## config.mk

```make
export PLATFORM = sky130hd
export DESIGN_NAME = sp_match_scheduler
export DESIGN_NICKNAME = d
export VERILOG_FILES = /design/src/rtl/sp_match_scheduler.sv
export SDC_FILE = /design/constraint.sdc
export NUM_CORES = 1
export LEC_CHECK = 0
export ABC_AREA = 1
export CAP_MARGIN = 20
export CORE_MARGIN = 5
export CORE_UTILIZATION = 55
export DETAILED_ROUTE_END_ITERATION = 10
export MAX_ROUTING_LAYER = met4
export PLACE_DENSITY_LB_ADDON = 0.12
export SYNTH_ARGS = -nofsm -noshare
export SYNTH_HDL_FRONTEND = slang
export SYNTH_SLANG_ARGS = --single-unit
```

## constraint.sdc

```tcl
create_clock -name clk -period 4.7 [get_ports clk]
set_input_delay 0.94 -clock clk [delete_from_list [all_inputs] [get_ports clk]]
set_output_delay 0.94 -clock clk [all_outputs]
set_load 0.1 [all_outputs]
```

## src/rtl/sp_match_scheduler.sv

```systemverilog
// sp_match_scheduler: round-robin front end for a shared source-port range
// match tree. Granted port IDs go into the tree. A tag pipeline of the same
// depth follows each issue. Qualified tree results go into a fall-through
// result FIFO. A credit counter limits issues in flight plus buffered results
// to the FIFO depth.
// Optional statistics counters are built only when SP_SCHED_STATS_EN is defined.
module sp_match_scheduler #(
    parameter int NUM_REQ      = 4,
    parameter int TREE_LATENCY = 6,
    parameter int RSP_DEPTH    = 8
) (
    input  logic                       clk,
    input  logic                       reset,
    input  logic [NUM_REQ-1:0]         req,
    input  logic [16*NUM_REQ-1:0]      req_port,
    output logic [NUM_REQ-1:0]         gnt,
    output logic [16:0]                tree_in,
    input  logic [31:0]                tree_out,
    output logic                       rsp_valid,
    input  logic                       rsp_ready,
    output logic [$clog2(NUM_REQ)-1:0] rsp_id,
    output logic [31:0]                rsp_rule_set
`ifdef SP_SCHED_STATS_EN
    ,
    output logic [31:0]                stat_issued,
    output logic [31:0]                stat_stall
`endif
);

    localparam int ID_W    = $clog2(NUM_REQ);
    localparam int PTR_W   = $clog2(RSP_DEPTH);
    localparam int CNT_W   = PTR_W + 1;
    localparam int ENTRY_W = ID_W + 32;

    logic [ID_W-1:0]    last_gnt_reg;
    logic [CNT_W-1:0]   credit_reg;
    logic               grant;
    logic [ID_W-1:0]    gnt_idx;
    logic [ID_W-1:0]    cand;

    logic               tag_valid_reg [TREE_LATENCY];
    logic [ID_W-1:0]    tag_id_reg    [TREE_LATENCY];

    logic [ENTRY_W-1:0] fifo_mem [RSP_DEPTH];
    logic [PTR_W-1:0]   wr_ptr_reg;
    logic [PTR_W-1:0]   rd_ptr_reg;
    logic [CNT_W-1:0]   count_reg;
    logic               push;
    logic               pop;
    logic               fifo_empty;
    logic               fifo_full;

    // Round-robin search starting just after the last granted requester.
    // No search happens without credit.
    always_comb begin
        grant   = 1'b0;
        gnt_idx = '0;
        cand    = '0;
        if (credit_reg != '0) begin
            for (int k = 1; k <= NUM_REQ; k++) begin
                cand = ID_W'((int'(last_gnt_reg) + k) % NUM_REQ);
                if (!grant && req[cand]) begin
                    grant   = 1'b1;
                    gnt_idx = cand;
                end
            end
        end
        gnt = grant ? (NUM_REQ'(1) << gnt_idx) : '0;
    end

    // The granted port goes to the tree in the grant cycle itself.
    assign tree_in = grant ? {1'b1, req_port[{gnt_idx, 4'b0000} +: 16]} : 17'h0;

    // Remember the last grant. Reset points at the top index so requester 0 is searched first.
    always_ff @(posedge clk) begin
        if (reset)
            last_gnt_reg <= ID_W'(NUM_REQ - 1);
        else if (grant)
            last_gnt_reg <= gnt_idx;
    end

    // Credit counts FIFO slots not yet claimed by an issue. A grant and a pop in the same cycle cancel out.
    always_ff @(posedge clk) begin
        if (reset)
            credit_reg <= CNT_W'(RSP_DEPTH);
        else if (grant && !pop)
            credit_reg <= credit_reg - 1'b1;
        else if (pop && !grant)
            credit_reg <= credit_reg + 1'b1;
    end

    // Tag shift register. It matches the tree latency, so the last stage lines up with tree_out.
    always_ff @(posedge clk) begin
        if (reset) begin
            for (int i = 0; i < TREE_LATENCY; i++) begin
                tag_valid_reg[i] <= 1'b0;
                tag_id_reg[i]    <= '0;
            end
        end else begin
            tag_valid_reg[0] <= grant;
            tag_id_reg[0]    <= gnt_idx;
            for (int i = 1; i < TREE_LATENCY; i++) begin
                tag_valid_reg[i] <= tag_valid_reg[i-1];
                tag_id_reg[i]    <= tag_id_reg[i-1];
            end
        end
    end

    assign push       = tag_valid_reg[TREE_LATENCY-1];
    assign fifo_empty = (count_reg == '0);
    assign fifo_full  = (count_reg == CNT_W'(RSP_DEPTH));
    assign pop        = rsp_valid && rsp_ready;

    // Result storage, with no reset. The head read is asynchronous so the FIFO can fall through.
    always_ff @(posedge clk) begin
        if (push)
            fifo_mem[wr_ptr_reg] <= {tag_id_reg[TREE_LATENCY-1], tree_out};
    end

    // FIFO pointers and occupancy. A push and a pop in the same cycle both take effect.
    always_ff @(posedge clk) begin
        if (reset) begin
            wr_ptr_reg <= '0;
            rd_ptr_reg <= '0;
            count_reg  <= '0;
        end else begin
            if (push)
                wr_ptr_reg <= wr_ptr_reg + 1'b1;
            if (pop)
                rd_ptr_reg <= rd_ptr_reg + 1'b1;
            case ({push, pop})
                2'b10:   count_reg <= count_reg + 1'b1;
                2'b01:   count_reg <= count_reg - 1'b1;
                default: count_reg <= count_reg;
            endcase
        end
    end

    // Head outputs are forced to zero while the FIFO is empty, so memory left over from before reset never shows.
    assign rsp_valid = !fifo_empty;
    assign {rsp_id, rsp_rule_set} = fifo_empty ? '0 : fifo_mem[rd_ptr_reg];

    // The credit scheme guarantees that a push never meets a full FIFO unless a pop happens in the same cycle.
    a_no_overflow: assert property (@(posedge clk) disable iff (reset)
        !(push && fifo_full && !pop));

`ifdef SP_SCHED_STATS_EN
    // Statistics: issued grants, and cycles where requests were blocked only by lack of credit.
    always_ff @(posedge clk) begin
        if (reset) begin
            stat_issued <= '0;
            stat_stall  <= '0;
        end else begin
            if (grant)
                stat_issued <= stat_issued + 32'd1;
            if ((|req) && (credit_reg == '0))
                stat_stall <= stat_stall + 32'd1;
        end
    end
`endif

endmodule

```

==> report_table.html <==
<table>
<tr><th>Metric</th><th>Value</th></tr>
<tr><th colspan="2">Status</th></tr>
<tr><td>Run status</td><td>complete, no violations</td></tr>
<tr><th colspan="2">Setup path</th></tr>
<tr><td>Cells on worst reg2reg path</td><td>13</td></tr>
<tr><td>Arrival time worst endpoint</td><td>3.16 ns</td></tr>
<tr><td>Minimum setup slack among reg-to-reg paths</td><td>between 1.5 and 2 ns</td></tr>
<tr><td>Critical Path Fanout Max</td><td>33</td></tr>
<tr><td>Element type at the critical path end</td><td>output port</td></tr>
<tr><td>Worst Setup SP</td><td>last_gnt_reg[0]</td></tr>
<tr><td>Worst setup SP type</td><td>flop</td></tr>
<tr><td>Data required time of the critical path</td><td>roughly 3.8 ns</td></tr>
<tr><td>Launching point of the worst reg2reg path</td><td>count_reg[3]</td></tr>
<tr><td>Critical Setup Path Class</td><td>flop to output port</td></tr>
<tr><td>End point of the critical path</td><td>tree_in[6]</td></tr>
<tr><td>Worst reg2reg endpoint</td><td>count_reg[3]</td></tr>
<tr><th colspan="2">Clock network</th></tr>
<tr><td>Setup fix buffers added after clock tree synthesis</td><td>0</td></tr>
<tr><td>Clk sink count</td><td>between 300 and 400</td></tr>
<tr><td>Total of cells resized after clock tree synthesis</td><td>0</td></tr>
<tr><td>Count of H-tree levels built during CTS</td><td>1</td></tr>
<tr><td>Skew-Pair Late Insertion Delay</td><td>between 0.5 and 0.6 ns</td></tr>
<tr><td>Library cell used as clock root buffer</td><td>sky130_fd_sc_hd__clkbuf_16</td></tr>
<tr><td>Clock-pin slew of the registers on the worst-case setup and hold paths</td><td>0.06 ns</td></tr>
<tr><td>TritonCTS clock tree</td><td>done</td></tr>
<tr><td>Number of hold-repair buffers added at the cts stage</td><td>0</td></tr>
<tr><td>Buffer depth of the longest clock path</td><td>3</td></tr>
<tr><td>Number of CTS-inserted buffers</td><td>30</td></tr>
<tr><th colspan="2">Synth</th></tr>
<tr><td>Mux cell area share after synthesis</td><td>0</td></tr>
<tr><td>Avg Cell Area, Syn</td><td>11.1 µm²</td></tr>
<tr><td>Cell taking the most area after synthesis</td><td>sky130_fd_sc_hd__edfxtp_1</td></tr>
<tr><td>Area fraction in and, or, nand and nor cells after synthesis</td><td>0.145</td></tr>
<tr><td>Synthesized flop and latch total</td><td>slightly above 300</td></tr>
<tr><td>Arithmetic-cell share of the synthesized area counting full adders, half adders and majority gates</td><td>0.00930</td></tr>
<tr><td>Top cells by area in the synthesized netlist</td><td>sky130_fd_sc_hd__edfxtp_1 63%, sky130_fd_sc_hd__nor2_1 8.0%, sky130_fd_sc_hd__o21ai_0 7.0%</td></tr>
<tr><td>Sequential element share of the synthesized area</td><td>0.690</td></tr>
<tr><td>Syn Nets</td><td>roughly 1300</td></tr>
<tr><td>Cells after synthesis</td><td>1160</td></tr>
<tr><td>Count of unique library cells instantiated by Yosys</td><td>35</td></tr>
<tr><td>Total number of yosys warnings</td><td>0</td></tr>
<tr><td>Dominant combinational cell family by area after synthesis</td><td>simple AND/OR/NAND/NOR gates</td></tr>
<tr><td>Netlist Area Pre-Place</td><td>~13000 µm²</td></tr>
<tr><td>Complex-gate fraction of the synthesized area</td><td>0.111</td></tr>
<tr><td>Post-synth top area share</td><td>0.633</td></tr>
<tr><td>Post-Synth XOR/XNOR Area</td><td>0.00475</td></tr>
<tr><th colspan="2">Global route</th></tr>
<tr><td>Wire length of the first global-routing pass</td><td>about 45000 µm</td></tr>
<tr><td>Met2 Usage GRT</td><td>0.357</td></tr>
<tr><td>Global route hottest layer</td><td>met2</td></tr>
<tr><td>Number of global-route vias before repair</td><td>just under 9000</td></tr>
<tr><td>Overall overflow remaining after global route</td><td>0</td></tr>
<tr><td>GR Util met1</td><td>0.298</td></tr>
<tr><td>Largest net degree at the start of global routing</td><td>roughly 100</td></tr>
<tr><td>Met3 demand-to-capacity share in global routing</td><td>0.0406</td></tr>
<tr><td>Initial antenna violation count</td><td>0</td></tr>
<tr><td>Aggregate global-route resource usage</td><td>0.221</td></tr>
<tr><th colspan="2">Detailed routing</th></tr>
<tr><td>Number of violations reported at the end of detailed-routing iteration 0</td><td>715</td></tr>
<tr><td>Number of routed nets with antenna violations</td><td>0</td></tr>
<tr><td>Residual DRC</td><td>0</td></tr>
<tr><td>DR pass1 iterations</td><td>5</td></tr>
<tr><td>Average routed wire per standard cell</td><td>about 18 µm</td></tr>
<tr><td>Via density per instance</td><td>5.49</td></tr>
<tr><td>Final routed wirelength across all metal layers</td><td>about 29000 µm</td></tr>
<tr><td>Vias</td><td>around 9000</td></tr>
<tr><th colspan="2">Floorplan</th></tr>
<tr><td>Initial core utilization</td><td>0.555</td></tr>
<tr><td>Count of pins on the block boundary</td><td>about 160</td></tr>
<tr><td>Overall die width</td><td>between 150 and 200 µm</td></tr>
<tr><td>Floorplan row count</td><td>between 50 and 60</td></tr>
<tr><td>Standard cell core area</td><td>about 23000 µm²</td></tr>
<tr><td>Total Die Area</td><td>26600 µm²</td></tr>
<tr><td>Die height</td><td>163 µm</td></tr>
<tr><th colspan="2">Hold path</th></tr>
<tr><td>Type of the tightest min-delay check</td><td>flop to flop</td></tr>
<tr><th colspan="2">Layout</th></tr>
<tr><td>Antenna diodes</td><td>0</td></tr>
<tr><td>Utilization of the core after routing</td><td>0.683</td></tr>
<tr><td>Area growth from synthesis to layout</td><td>23.0%</td></tr>
<tr><td>Number of flip-flops in the largest register</td><td>roughly 270</td></tr>
<tr><td>Layout cells sized above 1</td><td>0.121</td></tr>
<tr><td>Final-stage net count</td><td>roughly 1400</td></tr>
<tr><td>Final Cell Area</td><td>15900 µm²</td></tr>
<tr><th colspan="2">STA</th></tr>
<tr><td>Actual transition at the worst max-transition pin</td><td>about 1 ns</td></tr>
<tr><td>Final hold violation count</td><td>0</td></tr>
<tr><td>Count of pins over their slew limit</td><td>0</td></tr>
<tr><td>Final Worst Setup Slack</td><td>about 0.6 ns</td></tr>
<tr><td>Final Setup Violations</td><td>0</td></tr>
<tr><td>Clock period minus final worst setup slack</td><td>between 4 and 5 ns</td></tr>
<tr><td>RSZ-0062 raised after global routing</td><td>no</td></tr>
<tr><td>Slew HR</td><td>0.334</td></tr>
<tr><td>Sum of negative setup slack</td><td>0 ns</td></tr>
<tr><td>Final clock period utilization by the worst path</td><td>0.872</td></tr>
<tr><td>Worst Skew</td><td>0.0270 ns</td></tr>
<tr><td>Max Clock Freq</td><td>approximately 0.24 GHz</td></tr>
<tr><th colspan="2">Placement</th></tr>
<tr><td>Placer Congestion</td><td>between 0.8 and 0.9</td></tr>
<tr><td>Detail Placement HPWL</td><td>around 17000 µm</td></tr>
<tr><td>Worst setup slack before clock tree synthesis</td><td>around 0.63 ns</td></tr>
<tr><td>Post-detailed-placement cell area</td><td>~15000 µm²</td></tr>
<tr><td>IO buf count</td><td>158</td></tr>
<tr><th colspan="2">Run</th></tr>
<tr><td>Max-cap viol count</td><td>0</td></tr>
</table>
cells in the mapped netlist:
master,n
sky130_fd_sc_hd__nand2_8,1
sky130_fd_sc_hd__a21boi_1,1
sky130_fd_sc_hd__o21ai_0,180
sky130_fd_sc_hd__or2_2,1
sky130_fd_sc_hd__nor2_4,3
sky130_fd_sc_hd__a31oi_1,34
sky130_fd_sc_hd__fa_1,1
sky130_fd_sc_hd__nand3_2,2
sky130_fd_sc_hd__nor3_1,1
sky130_fd_sc_hd__a32o_1,1
sky130_fd_sc_hd__o22ai_1,34
sky130_fd_sc_hd__xnor2_1,3
sky130_fd_sc_hd__inv_2,5
sky130_fd_sc_hd__buf_6,4
sky130_fd_sc_hd__dfxtp_1,37
sky130_fd_sc_hd__a21oi_1,14
sky130_fd_sc_hd__buf_4,9
sky130_fd_sc_hd__edfxtp_1,272
sky130_fd_sc_hd__buf_2,9
sky130_fd_sc_hd__nand3_1,74
sky130_fd_sc_hd__inv_1,37
sky130_fd_sc_hd__nor4_1,1
sky130_fd_sc_hd__nand2_2,8
sky130_fd_sc_hd__nand2_4,1
sky130_fd_sc_hd__a211oi_1,1
sky130_fd_sc_hd__nor2_1,274
sky130_fd_sc_hd__nand2_1,84
sky130_fd_sc_hd__xor2_1,4
sky130_fd_sc_hd__ha_1,8
sky130_fd_sc_hd__o211ai_1,1
sky130_fd_sc_hd__clkbuf_1,48
sky130_fd_sc_hd__o21ai_1,1
sky130_fd_sc_hd__nand4_1,1
sky130_fd_sc_hd__clkinv_1,1
sky130_fd_sc_hd__buf_1,4
routing by layer:
layer,up-vias,part of all wire
met5,-,0
met4,0,0.015
met3,36,0.067
met2,289,0.48
met1,4294,0.44
li1,4382,-
placed cells by master, fill, tap and decap left out, drive strengths merged, types with 3 or more instances in the layout:
cell type        n
a21oi           14
a31oi           34
buf             77
clkbuf          48
clkdlybuf4s50  103
clkinv           7
dfxtp           37
edfxtp         272
ha               8
inv             43
nand2           94
nand3           76
nor2           277
o21ai          181
o22ai           34
xnor2            3
xor2             4
cell type report:
type                    instances  area [µm²]
flip-flops and latches        309        8910
fillers                      1737        7380
multi-input cells             734        3550
repair buffers                180        1850
clock buffers                  48         910
well taps                     319         399
inverters                      43         163
clock inverters                 8        93.8
worst max-delay path, cell delays in order, from the launching register on:
cell and delay, ns:
sky130_fd_sc_hd__dfxtp_1 0.54, sky130_fd_sc_hd__inv_1 0.27, sky130_fd_sc_hd__nand2_1 0.14, sky130_fd_sc_hd__nand2_2 0.08
sky130_fd_sc_hd__nand2_1 0.08, sky130_fd_sc_hd__nand2_1 0.09, sky130_fd_sc_hd__nand2_1 0.11, sky130_fd_sc_hd__nand2_1 0.07
sky130_fd_sc_hd__nand2_1 0.06, sky130_fd_sc_hd__nand2_1 0.08, sky130_fd_sc_hd__nor2_4 0.07, sky130_fd_sc_hd__buf_4 0.32
sky130_fd_sc_hd__nand3_1 0.14, sky130_fd_sc_hd__nand2_1 0.10, sky130_fd_sc_hd__nor2_1 0.05, sky130_fd_sc_hd__nor2_1 0.18
sky130_fd_sc_hd__buf_12 0.21
worst min path at each step:
stage / start / endpoint / slack, ns / depth (start not counted)
2_1_floorplan: tag_id_reg[0][0] / tag_id_reg[1][0] / 0.39 / 2
3_3_place_gp: tag_valid_reg[4] / tag_valid_reg[5] / 0.39 / 2
3_5_place_dp: tag_valid_reg[1] / tag_valid_reg[2] / 0.39 / 2
4_1_cts: tag_id_reg[1][0] / tag_id_reg[2][0] / 0.38 / 2
5_1_grt: tag_valid_reg[2] / tag_valid_reg[3] / 0.40 / 2
6_report: tag_id_reg[1][0] / tag_id_reg[2][0] / 0.38 / 2
cells by family after synthesis:
group,Yosys count
and+or+nand+nor,451
DFF,309
AOI/OAI and AO/OA,267
buffers and inverters,117
adders and majority gates,9
xor gates and xnor gates,7
through the flow:
| step | cells | hold WS, ns |
|---|---|---|
| 5_1_grt | 1641 | 0.398 |
| 3_3_place_gp | 1585 | 0.389 |
| 6_report | 1641 | 0.379 |
| 3_5_place_dp | 1585 | 0.392 |
| 2_1_floorplan | 1160 | 0.388 |
| 4_1_cts | 1641 | 0.384 |
Power is left out: the tool's default activity adds up to more than one toggle a clock period on the data nets, which glitch-free logic cannot reach.
